[src/rtl/fb_mem_pkg.sv]
// Shared framebuffer memory types: arbiter FSM states, port owners and default bus geometry
// used by the SDRAM controller, scanout and renderer blocks.
package fb_mem_pkg;

  localparam int FB_ADDR_W   = 22;
  localparam int FB_DATA_W   = 32;
  localparam int FB_BURST    = 8;
  localparam int FB_MAX_WAIT = 64;

  typedef enum logic [1:0] {
    IDLE = 2'd0,
    CMD  = 2'd1,
    DATA = 2'd2
  } arb_state_e;

  typedef enum logic {
    OWN_DISP = 1'b0,
    OWN_REND = 1'b1
  } owner_e;

  // Round-robin: whoever did not own the previous burst goes next.
  function automatic owner_e rr_next(input owner_e last);
    return (last == OWN_REND) ? OWN_DISP : OWN_REND;
  endfunction

endpackage

[src/rtl/fb_arb_pick.sv]
// Combinational burst winner: starving renderer, then urgent display, then round-robin, then lone requester.
// Zero latency; no backpressure of its own (only consulted while the arbiter is idle).
module fb_arb_pick
  import fb_mem_pkg::*;
(
  input  logic   d_req,
  input  logic   d_urgent,
  input  logic   r_req,
  input  logic   r_starve,
  input  owner_e last_owner,
  output logic   pick_vld,
  output owner_e pick_owner
);

  always_comb begin
    pick_vld   = d_req | r_req;
    pick_owner = OWN_DISP;
    if (r_req && r_starve) begin
      pick_owner = OWN_REND;
    end else if (d_req && d_urgent) begin
      pick_owner = OWN_DISP;
    end else if (d_req && r_req) begin
      pick_owner = rr_next(last_owner);
    end else if (r_req) begin
      pick_owner = OWN_REND;
    end
  end

endmodule

[src/rtl/fb_mem_arbiter.sv]
// Shares the SDRAM command/data port between LCD scanout (read bursts) and the renderer (write bursts);
// grant 1 cycle after req, data beats stall on m_wready/m_rvalid. FBARB_STATS_EN adds burst/stall counters.
module fb_mem_arbiter
  import fb_mem_pkg::*;
#(
  parameter int ADDR_W   = FB_ADDR_W,
  parameter int DATA_W   = FB_DATA_W,
  parameter int BURST    = FB_BURST,
  parameter int MAX_WAIT = FB_MAX_WAIT
) (
  input  logic              PLD_CLOCKINPUT,
  input  logic              RST,
  input  logic              d_req,
  input  logic              d_urgent,
  input  logic [ADDR_W-1:0] d_addr,
  output logic              d_gnt,
  output logic              d_rvalid,
  output logic [DATA_W-1:0] d_rdata,
  input  logic              r_req,
  input  logic [ADDR_W-1:0] r_addr,
  input  logic [DATA_W-1:0] r_wdata,
  output logic              r_wready,
  output logic              r_gnt,
  output logic              m_cmd_valid,
  input  logic              m_cmd_ready,
  output logic              m_cmd_we,
  output logic [ADDR_W-1:0] m_cmd_addr,
  output logic [DATA_W-1:0] m_wdata,
  input  logic              m_wready,
  input  logic              m_rvalid,
  input  logic [DATA_W-1:0] m_rdata
`ifdef FBARB_STATS_EN
  ,
  output logic [31:0]       stat_d_bursts,
  output logic [31:0]       stat_r_bursts,
  output logic [31:0]       stat_urgent_stall
`endif
);

  localparam int BEAT_W = $clog2(BURST);
  localparam int WAIT_W = $clog2(MAX_WAIT + 1);

  arb_state_e        state_q, state_d;
  owner_e            last_owner_q, last_owner_d;
  logic              d_gnt_q, d_gnt_d;
  logic              r_gnt_q, r_gnt_d;
  logic              we_q, we_d;
  logic [ADDR_W-1:0] addr_q, addr_d;
  logic [BEAT_W-1:0] beat_q, beat_d;
  logic [WAIT_W-1:0] wait_q, wait_d;

  logic   pick_vld;
  owner_e pick_owner;
  logic   starve;
  logic   in_data;
  logic   beat_hs;
  logic   last_beat;
  logic   grant_r;

  assign starve    = (wait_q == WAIT_W'(MAX_WAIT));
  assign in_data   = (state_q == DATA);
  assign beat_hs   = in_data && (we_q ? m_wready : m_rvalid);
  assign last_beat = (beat_q == BEAT_W'(BURST - 1));

  fb_arb_pick u_pick (
    .d_req      (d_req),
    .d_urgent   (d_urgent),
    .r_req      (r_req),
    .r_starve   (starve),
    .last_owner (last_owner_q),
    .pick_vld   (pick_vld),
    .pick_owner (pick_owner)
  );

  always_comb begin
    state_d      = state_q;
    last_owner_d = last_owner_q;
    d_gnt_d      = d_gnt_q;
    r_gnt_d      = r_gnt_q;
    we_d         = we_q;
    addr_d       = addr_q;
    beat_d       = beat_q;
    grant_r      = 1'b0;
    case (state_q)
      IDLE: begin
        if (pick_vld) begin
          state_d = CMD;
          we_d    = (pick_owner == OWN_REND);
          addr_d  = (pick_owner == OWN_REND) ? r_addr : d_addr;
          d_gnt_d = (pick_owner == OWN_DISP);
          r_gnt_d = (pick_owner == OWN_REND);
          grant_r = (pick_owner == OWN_REND);
        end
      end
      CMD: begin
        if (m_cmd_ready) begin
          state_d = DATA;
          beat_d  = '0;
        end
      end
      DATA: begin
        if (beat_hs) begin
          if (last_beat) begin
            state_d      = IDLE;
            d_gnt_d      = 1'b0;
            r_gnt_d      = 1'b0;
            beat_d       = '0;
            last_owner_d = we_q ? OWN_REND : OWN_DISP;
          end else begin
            beat_d = beat_q + BEAT_W'(1);
          end
        end
      end
      default: state_d = IDLE;
    endcase
  end

  // Renderer patience: counts only while it asks and is not being served.
  always_comb begin
    wait_d = wait_q;
    if (!r_req || r_gnt_q || grant_r) begin
      wait_d = '0;
    end else if (!starve) begin
      wait_d = wait_q + WAIT_W'(1);
    end
  end

  always_ff @(posedge PLD_CLOCKINPUT) begin
    if (RST) begin
      state_q      <= IDLE;
      last_owner_q <= OWN_REND;
      d_gnt_q      <= 1'b0;
      r_gnt_q      <= 1'b0;
      we_q         <= 1'b0;
      addr_q       <= '0;
      beat_q       <= '0;
      wait_q       <= '0;
    end else begin
      state_q      <= state_d;
      last_owner_q <= last_owner_d;
      d_gnt_q      <= d_gnt_d;
      r_gnt_q      <= r_gnt_d;
      we_q         <= we_d;
      addr_q       <= addr_d;
      beat_q       <= beat_d;
      wait_q       <= wait_d;
    end
  end

  assign d_gnt       = d_gnt_q;
  assign r_gnt       = r_gnt_q;
  assign m_cmd_valid = (state_q == CMD);
  assign m_cmd_we    = we_q;
  assign m_cmd_addr  = addr_q;
  // Data paths are only open to the owner during DATA; stray controller strobes go nowhere.
  assign r_wready    = in_data && we_q && m_wready;
  assign d_rvalid    = in_data && !we_q && m_rvalid;
  assign m_wdata     = (in_data && we_q) ? r_wdata : '0;
  assign d_rdata     = (in_data && !we_q) ? m_rdata : '0;

`ifdef FBARB_STATS_EN
  logic [31:0] stat_d_bursts_q, stat_d_bursts_d;
  logic [31:0] stat_r_bursts_q, stat_r_bursts_d;
  logic [31:0] stat_urgent_stall_q, stat_urgent_stall_d;

  always_comb begin
    stat_d_bursts_d     = stat_d_bursts_q;
    stat_r_bursts_d     = stat_r_bursts_q;
    stat_urgent_stall_d = stat_urgent_stall_q;
    if (beat_hs && last_beat) begin
      if (we_q) begin
        stat_r_bursts_d = stat_r_bursts_q + 32'd1;
      end else begin
        stat_d_bursts_d = stat_d_bursts_q + 32'd1;
      end
    end
    if (d_urgent && d_req && !d_gnt_q) begin
      stat_urgent_stall_d = stat_urgent_stall_q + 32'd1;
    end
  end

  always_ff @(posedge PLD_CLOCKINPUT) begin
    if (RST) begin
      stat_d_bursts_q     <= '0;
      stat_r_bursts_q     <= '0;
      stat_urgent_stall_q <= '0;
    end else begin
      stat_d_bursts_q     <= stat_d_bursts_d;
      stat_r_bursts_q     <= stat_r_bursts_d;
      stat_urgent_stall_q <= stat_urgent_stall_d;
    end
  end

  assign stat_d_bursts     = stat_d_bursts_q;
  assign stat_r_bursts     = stat_r_bursts_q;
  assign stat_urgent_stall = stat_urgent_stall_q;
`endif

endmodule

[config.mk]
export PLATFORM = sky130hd
export DESIGN_NAME = fb_mem_arbiter
export DESIGN_NICKNAME = d
export VERILOG_FILES = /design/src/rtl/fb_mem_pkg.sv /design/src/rtl/fb_arb_pick.sv /design/src/rtl/fb_mem_arbiter.sv
export SDC_FILE = /design/constraint.sdc
export NUM_CORES = 1
export LEC_CHECK = 0
export BUFFER_PORTS_ARGS = -buffer_cell sky130_fd_sc_hd__buf_2
export CAP_MARGIN = 40
export CORE_ASPECT_RATIO = 0.75
export CORE_MARGIN = 4
export CORE_UTILIZATION = 37
export DETAILED_ROUTE_END_ITERATION = 16
export HOLD_SLACK_MARGIN = 0.1
export PLACE_DENSITY = 0.83
export REMOVE_ABC_BUFFERS = 1
export SETUP_SLACK_MARGIN = 0.3
export SYNTH_ARGS = -nofsm -noshare
export SYNTH_HDL_FRONTEND = slang
export SYNTH_SLANG_ARGS = --single-unit
[constraint.sdc]
create_clock -name PLD_CLOCKINPUT -period 1.7 [get_ports PLD_CLOCKINPUT]
set_input_delay 0.085 -clock PLD_CLOCKINPUT [delete_from_list [all_inputs] [get_ports PLD_CLOCKINPUT]]
set_output_delay 0.085 -clock PLD_CLOCKINPUT [all_outputs]
set_load 0.01 [all_outputs]
==> results.txt <==
CP top delay family -> compound AO/OA/AOI/OAI gates
CP peak stage delay -> 0.41 ns
row count -> 24
Syn-to-layout area delta -> 106.8%
Synth area leader -> dfxtp_1
Worst setup EP type -> flop
Crit Path Category -> flop to flop
H-Tree Level Count -> 2
# DRC -> 0
synth top area cells -> dfxtp_1 34%, mux2i_1 12%, and2_1 9.9%
Synth Register Bits -> 38
RSZ-0062 raised after global routing -> true
crit path DAT -> 1.93 ns
layout cell share with drive strength beyond 1 -> 71.28%
height of the die -> 75.10 um
Mapped Cells -> 262
commonest non-fill, non-tap cell in the layout -> buf_2
outcome -> finished, violations left
Final nets -> 610
vias in the first global route -> 2381
Detail Route Antenna Nets -> 0
Initial DRT Pass Iterations -> 4
CTS buffer count -> 5
Post-Layout Cell Count -> 569
Setup Viol. Count Final -> 4
Synthesis Warnings -> 0
post-synthesis sequential area ratio -> 34.25%
Final Skew -> 0.01698 ns
failing checks -> negative setup slack
routed via count -> 2970
fin util -> 78.82%
Die Width -> 97.46 um
Initial DRC Count -> 109
CTS tree -> done
CP max-delay cell -> a32oi_4
LEAKAGE -> 2.282 nW
final worst path period need -> 1.770 ns
area share of the largest cell type after synthesis -> 34.25%
mapped cell area -> 0.002221 mm^2
Hold Crit Class -> input pin to flop
setup ws final -> -0.06965 ns
Post-Place Cells -> 536
via/cell ratio -> 5.220
core area -> 0.005826 mm^2
Mean Syn Cell Area -> 8.477 um^2
final max-slew violation count -> 0
WP data required -> 1.86 ns
die area -> 0.007319 mm^2
Bufs on Longest Clock Path -> 2
worst-margin pin slew -> 0.5441 ns
fillers -> 341
number of inserted diodes -> 0
clock latency at the later pin of the worst-skew pair -> 0.30 ns
grt total ovfl -> 0
largest net degree at the start of global routing -> 39
Total Routing Usage GR -> 19.05%
gp weighted congestion -> 0.8359
routed len/inst -> 19.92 um
leading cell types in the layout, fill and taps excluded -> 141 x buf_2, 77 x buf_6, 34 x nor2_1, 33 x and2_4, 33 x and3_4
CP Max Fanout -> 5
IO Pins -> 208
Setup TNS -> -0.1300 ns
Worst Path Buf+Inv -> 2
max cap viols -> 0
HPWL Detailed -> 5.806 mm
starting density of the core -> 38.12%
I/O Buffers -> 207
dpl ws -> 0.03498 ns
final hold vios -> 0
Netlist cell types -> 29
Max VDD drop -> 0.0005131 V
startpoint types -> flop
# clock sinks -> 38
final wirelength -> 11.34 mm
fin crit share -> 104.1%
first-pass GRT wire length -> 11.40 mm
CP Cell Sequence -> inv_2, ha_4, a32oi_4, clkbuf_16, mux2i_1, a211oi_1
clock-pin slew on the worst setup and hold paths -> 0.09 ns
pwr/cell area -> 562.4 mW/mm^2
Root Driver -> clkbuf_8
fmax -> 0.5651 GHz
Power Total -> 2.582 mW
Worst slew margin -> 63.34%
antenna violations before repair -> 0
[synthesized netlist by cell type]
master,instances
a32oi_4,1
clkbuf_1,17
ha_1,4
or3_1,1
nor2_1,35
buf_2,2
a211oi_1,22
nand2_1,6
nor4b_4,1
mux2i_1,26
nor3_1,1
nand3_1,7
o21a_1,1
nand2b_1,3
nor2b_1,4
and2_1,35
nor3b_1,1
a21oi_1,8
a22o_1,1
o21ai_0,2
xnor2_1,4
inv_1,2
and3_2,1
dfxtp_1,38
and3_1,33
buf_8,2
xor2_1,2
mux2_2,1
o31ai_1,1
[registers in the layout, summed over array words and instances, names as in the netlist]
signal / cells
state_q: 2
m_cmd_addr: 22
m_cmd_we: 1
r_gnt: 1
d_gnt: 1
wait_q: 7
last_owner_q: 1
beat_q: 3
[final timing paths]
kind,slack (ns),to,depth (start not counted),start
setup reg to reg,-0.07,m_cmd_addr[14]$_SDFFE_PP0P_,6,wait_q[1]$_SDFFE_PP0P_
hold / removal,0.13,m_cmd_addr[2]$_SDFFE_PP0P_,3,r_addr[2]
setup / recovery,-0.07,m_cmd_addr[14]$_SDFFE_PP0P_,6,wait_q[1]$_SDFFE_PP0P_
hold reg to reg,0.50,m_cmd_addr[4]$_SDFFE_PP0P_,2,m_cmd_addr[4]$_SDFFE_PP0P_
[report_power, final]
part	total, mW	leakage, nW	switching [mW]	internal (mW)
registers	1.02	0.317	0.0524	0.969
logic	0.900	1.92	0.438	0.462
clock network	0.661	0.0472	0.335	0.326
total	2.58	2.28	0.826	1.76
[per-layer routing]
metal  GRT usage, %  part of all wire, %  vias to the layer above
li1               -                    -                     1368
met1          22.78                   36                     1404
met2          34.93                   54                      156
met3          4.444                  6.4                       42
met4          5.530                  3.5                        0
met5              0                    0                        -
[worst reg2reg max path, cell delays in order, from the launching register on]
cell and delay [ns]:
dfxtp_2 0.38, inv_2 0.06, ha_4 0.16, a32oi_4 0.42, clkbuf_16 0.24, mux2i_1 0.25, a211oi_1 0.12
[per-stage QoR]
stage          instance area, um^2  hold WS (ns)
2_1_floorplan                 2117        0.1541
4_1_cts                       3759        0.1197
5_1_grt                       4592        0.1306
3_5_place_dp                  3351        0.3450
3_3_place_gp                  3351        0.3420
6_report                      4592        0.1275
[logic make-up after synthesis]
group	share of synthesized area, %
flip-flops	34.25
buffers and inverters	5.014
XOR/XNOR	2.366
multiplexers	12.23
adder cells (fa/ha/maj)	2.254
AO/OA/AOI/OAI	12.00
AND/OR/NAND/NOR	31.89
[repair_timing]
item                                    CTS  global route
hold buffers                              1             0
gates cloned                              4             6
resized for setup                        58           134
buffers inserted                          7             7
endpoints found under the setup margin   94           102
pin swaps                                26            63
hold endpoints to repair                  2             0
[cell type report]
cell class	instances	area [um^2]	area share (%)
clock inverters	2	12.51	0.2725
flip-flops and latches	38	779.5	16.98
repair buffers	242	1896	41.28
well taps	78	97.59	2.125
clock buffers	6	82.58	1.798
inverters	2	7.507	0.1635
multi-input cells	201	1717	37.38
Power figures use the tool's default switching activity.
